<file path="src/rtl/facto_pkg.sv">
// Shared types and step constants for the iterative factorial engine.
package facto_pkg;

  typedef enum logic [1:0] {IDLE, CALC, DONE} state_t;

  typedef enum logic {MODE_FACT = 1'b0, MODE_DFACT = 1'b1} mode_t;

  localparam int unsigned STEP_FACT  = 1;
  localparam int unsigned STEP_DFACT = 2;

  function automatic int unsigned step_of(mode_t m);
    return (m == MODE_DFACT) ? STEP_DFACT : STEP_FACT;
  endfunction

endpackage

</file>
<file path="src/rtl/facto_mul_step.sv">
// One multiply step of the factorial loop: truncated product plus sticky overflow.
module facto_mul_step #(
  parameter int unsigned DATA_W = 32,
  parameter int unsigned X_W    = 5
) (
  input  logic [DATA_W-1:0] acc_i,
  input  logic [X_W-1:0]    cnt_i,
  input  logic              ovf_i,
  output logic [DATA_W-1:0] acc_next_o,
  output logic              ovf_next_o
);

  logic [DATA_W+X_W-1:0] prod;

  always_comb begin
    prod       = {{X_W{1'b0}}, acc_i} * {{DATA_W{1'b0}}, cnt_i};
    acc_next_o = prod[DATA_W-1:0];
    // Any bit above the accumulator width means the true value no longer fits.
    ovf_next_o = ovf_i | (prod[DATA_W+X_W-1:DATA_W] != '0);
  end

endmodule

</file>
<file path="src/rtl/facto_engine.sv">
// Iterative x! / x!! engine with start/ready handshake, abort and overflow detection.
module facto_engine
  import facto_pkg::*;
#(
  parameter int unsigned X_W      = 5,
  parameter int unsigned DATA_W   = 32,
  parameter bit          SATURATE = 1'b0
) (
  input  logic              clk,
  input  logic              rst,
  input  logic              start_i,
  input  logic [X_W-1:0]    x_i,
  input  logic              mode_i,
  input  logic              abort_i,
  output logic              ready_o,
  output logic              busy_o,
  output logic              done_o,
  output logic [DATA_W-1:0] result_o,
  output logic              overflow_o
);

  state_t            state_q, state_d;
  logic [DATA_W-1:0] acc_q, acc_d;
  logic [X_W-1:0]    cnt_q, cnt_d;
  logic [X_W-1:0]    step_q, step_d;
  logic              ovf_q, ovf_d;
  logic [DATA_W-1:0] result_q, result_d;
  logic              overflow_q, overflow_d;

  logic [DATA_W-1:0] acc_next;
  logic              ovf_next;

  facto_mul_step #(
    .DATA_W(DATA_W),
    .X_W   (X_W)
  ) u_mul_step (
    .acc_i     (acc_q),
    .cnt_i     (cnt_q),
    .ovf_i     (ovf_q),
    .acc_next_o(acc_next),
    .ovf_next_o(ovf_next)
  );

  always_comb begin
    state_d    = state_q;
    acc_d      = acc_q;
    cnt_d      = cnt_q;
    step_d     = step_q;
    ovf_d      = ovf_q;
    result_d   = result_q;
    overflow_d = overflow_q;
    unique case (state_q)
      IDLE: begin
        if (start_i) begin
          acc_d   = DATA_W'(1);
          cnt_d   = x_i;
          step_d  = X_W'(step_of(mode_t'(mode_i)));
          ovf_d   = 1'b0;
          state_d = CALC;
        end
      end
      CALC: begin
        if (abort_i) begin
          state_d = IDLE;
        end else if (cnt_q <= X_W'(1)) begin
          state_d    = DONE;
          result_d   = (SATURATE && ovf_q) ? '1 : acc_q;
          overflow_d = ovf_q;
        end else begin
          // cnt_q >= 2 here, so subtracting the step cannot wrap.
          acc_d = acc_next;
          ovf_d = ovf_next;
          cnt_d = cnt_q - step_q;
        end
      end
      DONE:    state_d = IDLE;
      default: state_d = IDLE;
    endcase
  end

  always_ff @(posedge clk or posedge rst) begin
    if (rst) begin
      state_q    <= IDLE;
      acc_q      <= '0;
      cnt_q      <= '0;
      step_q     <= X_W'(STEP_FACT);
      ovf_q      <= 1'b0;
      result_q   <= '0;
      overflow_q <= 1'b0;
    end else begin
      state_q    <= state_d;
      acc_q      <= acc_d;
      cnt_q      <= cnt_d;
      step_q     <= step_d;
      ovf_q      <= ovf_d;
      result_q   <= result_d;
      overflow_q <= overflow_d;
    end
  end

  assign ready_o    = (state_q == IDLE);
  assign busy_o     = (state_q == CALC);
  assign done_o     = (state_q == DONE);
  assign result_o   = result_q;
  assign overflow_o = overflow_q;

endmodule
</file>
<file path="config.mk">
export PLATFORM = sky130hd
export DESIGN_NAME = facto_engine
export DESIGN_NICKNAME = d
export VERILOG_FILES = /design/src/rtl/facto_pkg.sv /design/src/rtl/facto_mul_step.sv /design/src/rtl/facto_engine.sv
export SDC_FILE = /design/constraint.sdc
export NUM_CORES = 1
export LEC_CHECK = 0
export CORE_MARGIN = 1.5
export CORE_UTILIZATION = 35
export CTS_CLUSTER_SIZE = 24
export DETAILED_ROUTE_END_ITERATION = 10
export HOLD_SLACK_MARGIN = 0.03
export PLACE_DENSITY_LB_ADDON = 0.2
export SYNTH_ARGS = -nofsm -noshare
export SYNTH_HDL_FRONTEND = slang
export SYNTH_SLANG_ARGS = --single-unit
</file>
<file path="constraint.sdc">
create_clock -name clk -period 5.4 [get_ports clk]
set_input_delay 0.54 -clock clk [delete_from_list [all_inputs] [get_ports clk]]
set_output_delay 0.54 -clock clk [all_outputs]
set_load 0.02 [all_outputs]
</file>
# Word level (Yosys, flattened, before mapping)
# Index checks and enable logic that the tools add are counted.
# totals
reg_bits	78
input_bits	10
out_inout_bits	36
word_cells	42
# classes
addsub	1
multipliers	1
order_cmp	1
eq_ne	6
n_mux	17
n_bitwise	2
reduce_logical	7
# ops
operator	count
two-way mux 32 bit	3
one-hot mux 32 bit (2 select lines)	1
multiplier 32 x 5 -> 37 bit	1
two-way mux 5 bit	3
one-hot mux 5 bit (2 select lines)	1
two-way mux 2 bit	4
!= test 2 bit, second input constant	3
<= comparator 5 x 1 -> 1 bit, second input constant	1
nonzero test 5 bit	1
subtractor 5 bit	1
one-hot mux 2 bit (2 select lines)	1
AND reduction 2 bit	2
AND reduction 4 bit	1
two-way mux 1 bit	3
!= test 3 x 2 -> 1 bit, second input constant	1
AND reduction 3 bit	1
equality test 2 x 1 -> 1 bit, second input constant	1
equality test 2 bit, second input constant	1
zero test 2 bit	1
one-hot mux 1 bit (2 select lines)	1
nonzero test 2 bit	1
NOT 1 bit	1
bitwise OR 1 bit	1

# Longest topological paths before layout
# Gate-level depths: netlist of run 1.
# depth
depth_word	6
depth_mapped	19
mapped_depth_nobuf	16

# Modules after synthesis
# From an unflattened synthesis of run 1, not the netlist that was laid out.
# hier_totals
hier_cells	896
hier_area_um2	8426.8
# by_module_without_submodules
module	n_inst	cells_per_inst	area_each_um2
facto_mul_step	1	635	5129.9
facto_engine	1	261	3296.9

# Worst setup path after synthesis of run 1
# OpenSTA, ideal clock, no wires.
# synth_timing
kind	reg2reg
from	register cnt_q[2]
to	register acc_q[31]
setup_ns	0.121
arrival_time_ns	4.390
required_ns	5.279
slack_ns	0.889
path_stages_with_launch	19
n_path_buf	3
cell_sequence	dfrtp_1 > clkbuf_1 > clkbuf_1 > and2_1 > fa_1 > fa_1 > inv_1 > fa_1 > inv_1 > ha_1 > buf_6 > a21oi_1 > o211ai_1 > a221o_1 > a21o_1 > a31oi_2 > o221ai_1 > xor2_1 > a22o_1
# synth_via
elab_chain_cells	4
# synth_rtl
element	line_no	source
from (decl)	facto_engine.sv:24	logic [X_W-1:0] cnt_q, cnt_d;
from (signal assigned)	facto_engine.sv:93	cnt_q <= cnt_d;
multiplier 32 x 5 -> 37 bit	facto_mul_step.sv:16	prod = {{X_W{1'b0}}, acc_i} * {{DATA_W{1'b0}}, cnt_i};
two-way mux 32 bit	facto_engine.sv:65	end else if (cnt_q <= X_W'(1)) begin
two-way mux 32 bit	facto_engine.sv:63	if (abort_i) begin
one-hot mux 32 bit (2 select lines)	facto_engine.sv:52	unique case (state_q)
to (signal assigned)	facto_engine.sv:84	acc_q <= '0;
to (signal assigned)	facto_engine.sv:92	acc_q <= acc_d;
to (decl)	facto_engine.sv:23	logic [DATA_W-1:0] acc_q, acc_d;
# Several ways; a longest one is shown, not always the timed one. The select of a mux whose other input is x is not followed.
# A chain may end at the register's enable or synchronous reset.

# Final worst setup path of run 1
# layout_timing
from	register cnt_q[3]
to	register ovf_q
# layout_via
elab_chain_cells	6
# layout_rtl
element	line_no	source
multiplier 32 x 5 -> 37 bit	facto_mul_step.sv:16	
nonzero test 5 bit	facto_mul_step.sv:19	ovf_next_o = ovf_i | (prod[DATA_W+X_W-1:DATA_W] != '0);
bitwise OR 1 bit	facto_mul_step.sv:19	
two-way mux 1 bit	facto_engine.sv:65	
two-way mux 1 bit	facto_engine.sv:63	
one-hot mux 1 bit (2 select lines)	facto_engine.sv:52	
to (signal assigned)	facto_engine.sv:95	ovf_q <= ovf_d;
to (decl)	facto_engine.sv:26	logic ovf_q, ovf_d;
# Several ways; a longest one is shown, not always the timed one. The select of a mux whose other input is x is not followed.

==> out/qor.txt, run 1 <==
Status -> complete, no violations
Clk network pwr share -> 13.2%
Cell type with the highest aggregate area in the netlist -> dfrtp_1
Global-route wire length before repair -> 35.0 mm
Final Skew -> 0.00607 ns
Netlist cell types -> 62
Die Span X -> 156 microns
Top_reg_cell synth -> dfrtp_1
Cells on worst reg2reg path -> 16
Arrival @ worst endpoint -> 5.16 ns
Critical-path top delay cell -> dfrtp_1
Final Power -> 0.00438 W
Routed Antenna Nets -> 0
Starting Density -> 36.0%
Unrepaired setup endpoints after global routing -> false
Tightest Hold Check Type -> reg2reg
Post-DR wirelength/cell -> 16.7 microns
Die ar. -> 24,300 sq um
Max VDD drop -> 0.224 mV
Final worst slack -> 0.452 ns
# setup viols final -> 0
Total leakage power -> 4.60 nW
Start of the worst register-to-register path -> cnt_q[3]$_DFFE_PP0P_
Most frequent cell on the critical path -> fa_1
Post-CTS setup buffer count -> 0
Setup TNS -> 0 ns
Min-delay src -> step_q[0]$_DFFE_PP1P_
Vias per std cell -> 4.98
Final hold vios -> 0
Level count of the clock H-tree -> 3
Root buf cell -> clkbuf_16
Antenna violations before repair -> 1
EDFF count, synth -> 0
Max-Cap Viols -> 0
Worst Setup End Kind -> flop
Critical path startpoint category -> flop
Multi-input logic area -> 5610 sq um
CTS tree -> yes
Antenna Cells -> 0
Area of the core -> 22,800 sq um
Layout area overhead -> 12.2%
Required @ worst endpoint -> 5.62 ns
Synth top area cells -> dfrtp_1 (23%), fa_1 (22%), and2_1 (9.5%), ha_1 (7.2%), inv_1 (6.1%)
Worst-margin pin slew -> 1.06 ns
Vias in the first global route -> 6,461
Gate Count Post-Synth -> 878
Fin area -> 9190 sq um
WHS Endpoint -> step_q[0]$_DFFE_PP1P_
Total grt overflow -> 0
Fin crit share -> 91.6%
#FFs+latches synth -> 75
Reg clk slew, reported paths -> 0.06 ns
Nets -> 1,053
Mapped Nets -> 1,026
Pwr dens -> 476 nW/um^2
CP Cell Sequence -> buf_4 > and2_1 > fa_1 > fa_1 > inv_1 > fa_1 > inv_1 > ha_1 > a21oi_1 > o21ai_0 > a211o_1 > a221o_1 > a21oi_1 > xor2_1 > o2111a_1 > a31oi_1
Cell area after synthesis -> 8190 sq um
Int Pwr -> 0.00222 W
Synth warnings -> 0
Drt pass-1 iters -> 5
Clk_lat worst skew -> 0.35 ns
Share of layout cells above drive strength 1 -> 8.47%
Peak Freq -> 202 MHz
I/O Buffers -> 45
Setup WS pre-CTS -> 0.500 ns
Hold-fix buffers, CTS -> 0
Routability congestion estimate -> 0.910
Via count -> 6,080
R2R Setup Slk -> 0.45 ns
Remaining DRCs -> 0
Max-slew headroom -> 29.1%
Reg-to-Reg End -> ovf_q$_DFFE_PP0P_
Hold Crit Depth -> 2
Dpl hpwl -> 15.7 mm
Overall global routing resource usage -> 18.5%
Pin count of the biggest net entering global routing -> 76
Asr flop ratio synth -> 100%
Dpl cell area -> 8920 sq um
Crit path max fanout -> 19
Tmin final -> 4.95 ns
Final Max Tran Viols -> 0
Std cell rows -> 55
Net Sw Frac -> 49.2%
IO Pins -> 46
Max incr delay on CP -> 0.63 ns
CTS buffer count -> 9
Mean Syn Cell Area -> 9.33 sq um
Hold_ws -> 0.480 ns
1st-iter DRT viols -> 320
Clock Path Buffers -> 2
Switch Pwr -> 0.00215 W
Number of fill cells -> 2,271
Critical path class -> reg2reg
Die Y -> 156 microns
Flop pwr share -> 24.5%
Routed WL -> 20.4 mm
Sequential share of the synthesized area -> 22.9%
Clk sinks -> 75
FF+latch area -> 1880 sq um
CTS resizes -> 0
Post-synth top area share -> 22.6%
Gate power share -> 62.4%
## cell usage in the layout (no fill, tap or decap), drive strengths merged, types with 4 or more instances in the layout
cell / netlist / routed
nor3: 4 / 4
clkdlybuf4s50: 0 / 45
ha: 47 / 47
fa: 91 / 91
a21oi: 42 / 42
buf: 8 / 12
xor2: 13 / 13
dfrtp: 74 / 74
nand2b: 4 / 4
mux2: 33 / 33
and2: 125 / 125
o31ai: 6 / 6
nor2: 19 / 19
nand3: 17 / 17
and3: 5 / 5
o211ai: 4 / 4
nand2: 82 / 82
inv: 134 / 133
o21ai: 28 / 28
a31oi: 4 / 4
clkbuf: 32 / 11
nand4: 6 / 6
a21o: 15 / 15
a22o: 21 / 21
xnor2: 15 / 15
a221o: 5 / 5
## worst max path at each step
stage,startpoint,end,slack [ns],cells after the start
6_report,cnt_q[3]$_DFFE_PP0P_,ovf_q$_DFFE_PP0P_,0.45,16
3_3_place_gp,cnt_q[3]$_DFFE_PP0P_,ovf_q$_DFFE_PP0P_,0.53,15
4_1_cts,cnt_q[3]$_DFFE_PP0P_,ovf_q$_DFFE_PP0P_,0.48,16
3_5_place_dp,cnt_q[3]$_DFFE_PP0P_,ovf_q$_DFFE_PP0P_,0.50,16
5_1_grt,cnt_q[3]$_DFFE_PP0P_,ovf_q$_DFFE_PP0P_,0.20,16
2_1_floorplan,cnt_q[2]$_DFFE_PP0P_,acc_q[31]$_DFFE_PP0P_,0.89,18
## synthesized netlist by cell type, drive strengths merged, types with 17 or more instances
library cell and number:
nand2 82, inv 134, nand3 17, a22o 21
a21oi 42, ha 47, mux2 33, and2 125
fa 91, dfrtp 74, clkbuf 32, nor2 19
o21ai 28
## per-stage QoR
| step | util, % | instances |
|---|---|---|
| final | 40.3 | 1222 |
| after global routing | 40.3 | 1222 |
| after CTS | 40.3 | 1222 |
| after detailed placement | 39.2 | 1207 |
| after global placement | 39.2 | 1207 |
| after floorplan | - | 878 |
## critical path, delay by kind of cell (launching register included)
kind | cells | cell delay (ns)
adder cells (fa/ha/maj) | 4 | 1.80
AND/OR/NAND/NOR | 1 | 0.18
buffers and inverters | 3 | 0.44
flip-flops | 1 | 0.63
XOR/XNOR | 1 | 0.18
AO/OA/AOI/OAI | 7 | 1.59
## flip-flops by register name, summed over array words and instances (netlist names)
name        flops
acc_q          32
result_o       32
cnt_q           5
state_q         2
step_q          2
overflow_o      1
ovf_q           1
## cell families after synthesis
family / synth area share (%)
AND/OR/NAND/NOR: 18.1
flip-flops: 22.9
adder cells (fa/ha/maj): 29.4
multiplexers: 4.78
XOR/XNOR: 2.99
AO/OA/AOI/OAI: 13.1
buffers and inverters: 8.72
## cell type report
type | instances | share of cell area, %
Sequential cell | 75 | 20.4
Timing Repair Buffer | 57 | 5.88
Tap cell | 313 | 4.26
Multi-Input combinational cell | 628 | 61.0
Clock buffer | 11 | 2.64
Inverter | 134 | 5.49
Clock inverter | 4 | 0.300
## metal layers
metal / vias up / routed length, microns / GRT usage, % / part of all wire [%]
met5: - / 0 / 0 / 0
met1: 3023 / 9930 / 25.6 / 49
met3: 29 / 654 / 2.97 / 3.2
met4: 0 / 415 / 5.44 / 2.0
li1: 2913 / - / - / -
met2: 115 / 9420 / 29.7 / 46
## power groups by stage
stage | Sequential [W] | Clock [W] | Combinational [W]
3_3_place_gp | 0.00109 | 0 | 0.00273
3_5_place_dp | 0.00109 | 0 | 0.00275
6_report | 0.00107 | 0.000576 | 0.00273
5_1_grt | 0.00112 | 0.000618 | 0.00309
4_1_cts | 0.00108 | 0.000598 | 0.00277
2_1_floorplan | 0.00102 | 0 | 0.00200
No activity file was read; power rests on OpenSTA's default activity.
==> inputs of run 2 (changes only) <==
--- a/config.mk
+++ b/config.mk
@@ -6,7 +6,7 @@
 export NUM_CORES = 1
 export LEC_CHECK = 0
 export CORE_MARGIN = 1.5
-export CORE_UTILIZATION = 35
+export CORE_UTILIZATION = 25
 export CTS_CLUSTER_SIZE = 24
 export DETAILED_ROUTE_END_ITERATION = 10
 export HOLD_SLACK_MARGIN = 0.03
==> constraint.sdc (replaced) <==
create_clock -name clk -period 6.04 [get_ports clk]
set_input_delay 0.604 -clock clk [delete_from_list [all_inputs] [get_ports clk]]
set_output_delay 0.604 -clock clk [all_outputs]
set_load 0.02 [all_outputs]
==> out/qor.txt, run 2 (synthesis gave the netlist of run 1 again) <==
Std cell rows -> 66
Cells on worst reg2reg path -> 15
Arrival @ worst endpoint -> 5.61 ns
Commonest non-fill, non-tap cell in the layout -> inv_1
Fin crit share -> 88.3%
Hold_ws -> 0.488 ns
CP endpoint -> ovf_q$_DFFE_PP0P_
Die ar. -> 33,900 sq um
Remaining DRCs -> 0
Start of the worst register-to-register path -> cnt_q[3]$_DFFE_PP0P_
Clock Path Buffers -> 2
Total grt overflow -> 0
Share of layout cells above drive strength 1 -> 8.29%
Antenna violations before repair -> 0
Max incr delay on CP -> 1.14 ns
Reg-to-Reg End -> ovf_q$_DFFE_PP0P_
Antenna Cells -> 0
Critical path class -> reg2reg
Post-layout util -> 29.0%
Total leakage power -> 4.61 nW
Crit path max fanout -> 35
R2R Setup Slk -> 0.70 ns
Global-route wire length before repair -> 36.7 mm
I/O Buffers -> 45
Max-slew headroom -> 19.9%
Nets -> 1,048
Critical path startpoint category -> flop
CP Cell Sequence -> and2_1 > fa_1 > fa_1 > inv_1 > fa_1 > inv_1 > ha_1 > nand4_1 > a211oi_1 > o21ai_1 > a21oi_2 > nor2_1 > a311o_1 > o2111a_1 > a31oi_1
Placed insts -> 1,331
Die Y -> 184 microns
Dpl hpwl -> 16.1 mm
Status -> complete, no violations
Vias in the first global route -> 6,586
Final Max Tran Viols -> 0
Starting Density -> 25.3%
Tmin final -> 5.34 ns
Routability congestion estimate -> 0.795
Routed WL -> 21.6 mm
Post-CTS setup buffer count -> 0
Root buf cell -> clkbuf_16
Hold-fix buffers, CTS -> 0
Worst Setup End Kind -> flop
Peak Freq -> 187 MHz
Level count of the clock H-tree -> 3
Number of fill cells -> 3,506
Vias per std cell -> 4.56
Setup TNS -> 0 ns
Via count -> 6,143
Clk_lat worst skew -> 0.35 ns
CTS tree -> yes
Final hold vios -> 0
Drt pass-1 iters -> 7
Pin count of the biggest net entering global routing -> 55
IO Pins -> 46
Worst-margin pin slew -> 1.20 ns
Non-filler cells, final -> 1,347
Layout area overhead -> 14.5%
Die Span X -> 184 microns
Min-delay src -> step_q[0]$_DFFE_PP1P_
Required @ worst endpoint -> 6.31 ns
Unrepaired setup endpoints after global routing -> false
Max-Cap Viols -> 0
Critical-path top delay cell -> dfrtp_1
Final Skew -> 0.00908 ns
Overall global routing resource usage -> 13.9%
Clk sinks -> 75
Post-DR wirelength/cell -> 16.1 microns
CP startpoint -> cnt_q[3]$_DFFE_PP0P_
Max VDD drop -> 0.165 mV
CTS resizes -> 0
Pwr dens -> 429 nW/um^2
1st-iter DRT viols -> 297
Most frequent cell on the critical path -> fa_1
Tightest Hold Check Type -> reg2reg
CTS buffer count -> 9
Area of the core -> 32,400 sq um
Most frequent cells in the layout -> inv_1 (133), and2_1 (125), fa_1 (91), nand2_1 (82), dfrtp_1 (74)
Routed Antenna Nets -> 0
Reg clk slew, reported paths -> 0.07 ns
# setup viols final -> 0
## run 2: cell types whose count changed in the layout (fill, tap and decap cells not counted), sizes merged
cell	change
buf	-5
bufinv	+2
inv	+1
clkinv	-1
clkinvlp	-1
## run 2: per-stage QoR
step	setup slack (ns)	area, sq um	power [W]
floorplan	1.53	8190	0.00270
global placement	0.748	9050	0.00342
detailed placement	0.678	9050	0.00344
CTS	0.649	9380	0.00411
global route	0.293	9380	0.00447
finish	0.704	9380	0.00402
## run 2: how the worst min path moves through the flow
stage	endpoint	slack, ns	cells past startpoint
floorplan	step_q[0]$_DFFE_PP1P_	0.46	2
global placement	step_q[0]$_DFFE_PP1P_	0.47	2
detailed placement	step_q[0]$_DFFE_PP1P_	0.48	2
CTS	step_q[0]$_DFFE_PP1P_	0.49	2
global route	result_o[5]$_DFFE_PP0P_	0.51	1
finish	step_q[0]$_DFFE_PP1P_	0.49	2
## run 2: routing by layer
layer / share of wire [%] / GRT usage (%) / routed length [microns]
met5: 0 / 0 / 0
met2: 49 / 23.4 / 10600
met1: 48 / 18.8 / 10400
met4: 1.0 / 3.21 / 225
met3: 2.2 / 1.88 / 468
## run 2: final cells by class
class	count	area, sq um	area share (%)
tap	442	553	5.89
sequential	75	1880	20.0
timing repair buffer	52	503	5.36
multi-input combinational	628	5610	59.8
clock inverter	5	83.8	0.893
clock buffer	11	253	2.69
inverter	134	504	5.37
## run 2: power breakdown
part	leakage [nW]	internal (W)	switching [W]	total (W)
clock	0.158	0.000387	0.000249	0.000636
combinational	3.45	0.000995	0.00136	0.00236
sequential	1.01	0.000680	0.000346	0.00103
## run 2: worst max-delay path: cells and delay by family, from the launching register on
family          cells  cell delay, ns
buf+inv             2            0.09
compound gates      6            1.38
simple gates        3            0.67
fa+ha+maj           4            1.97
flops               1            1.14
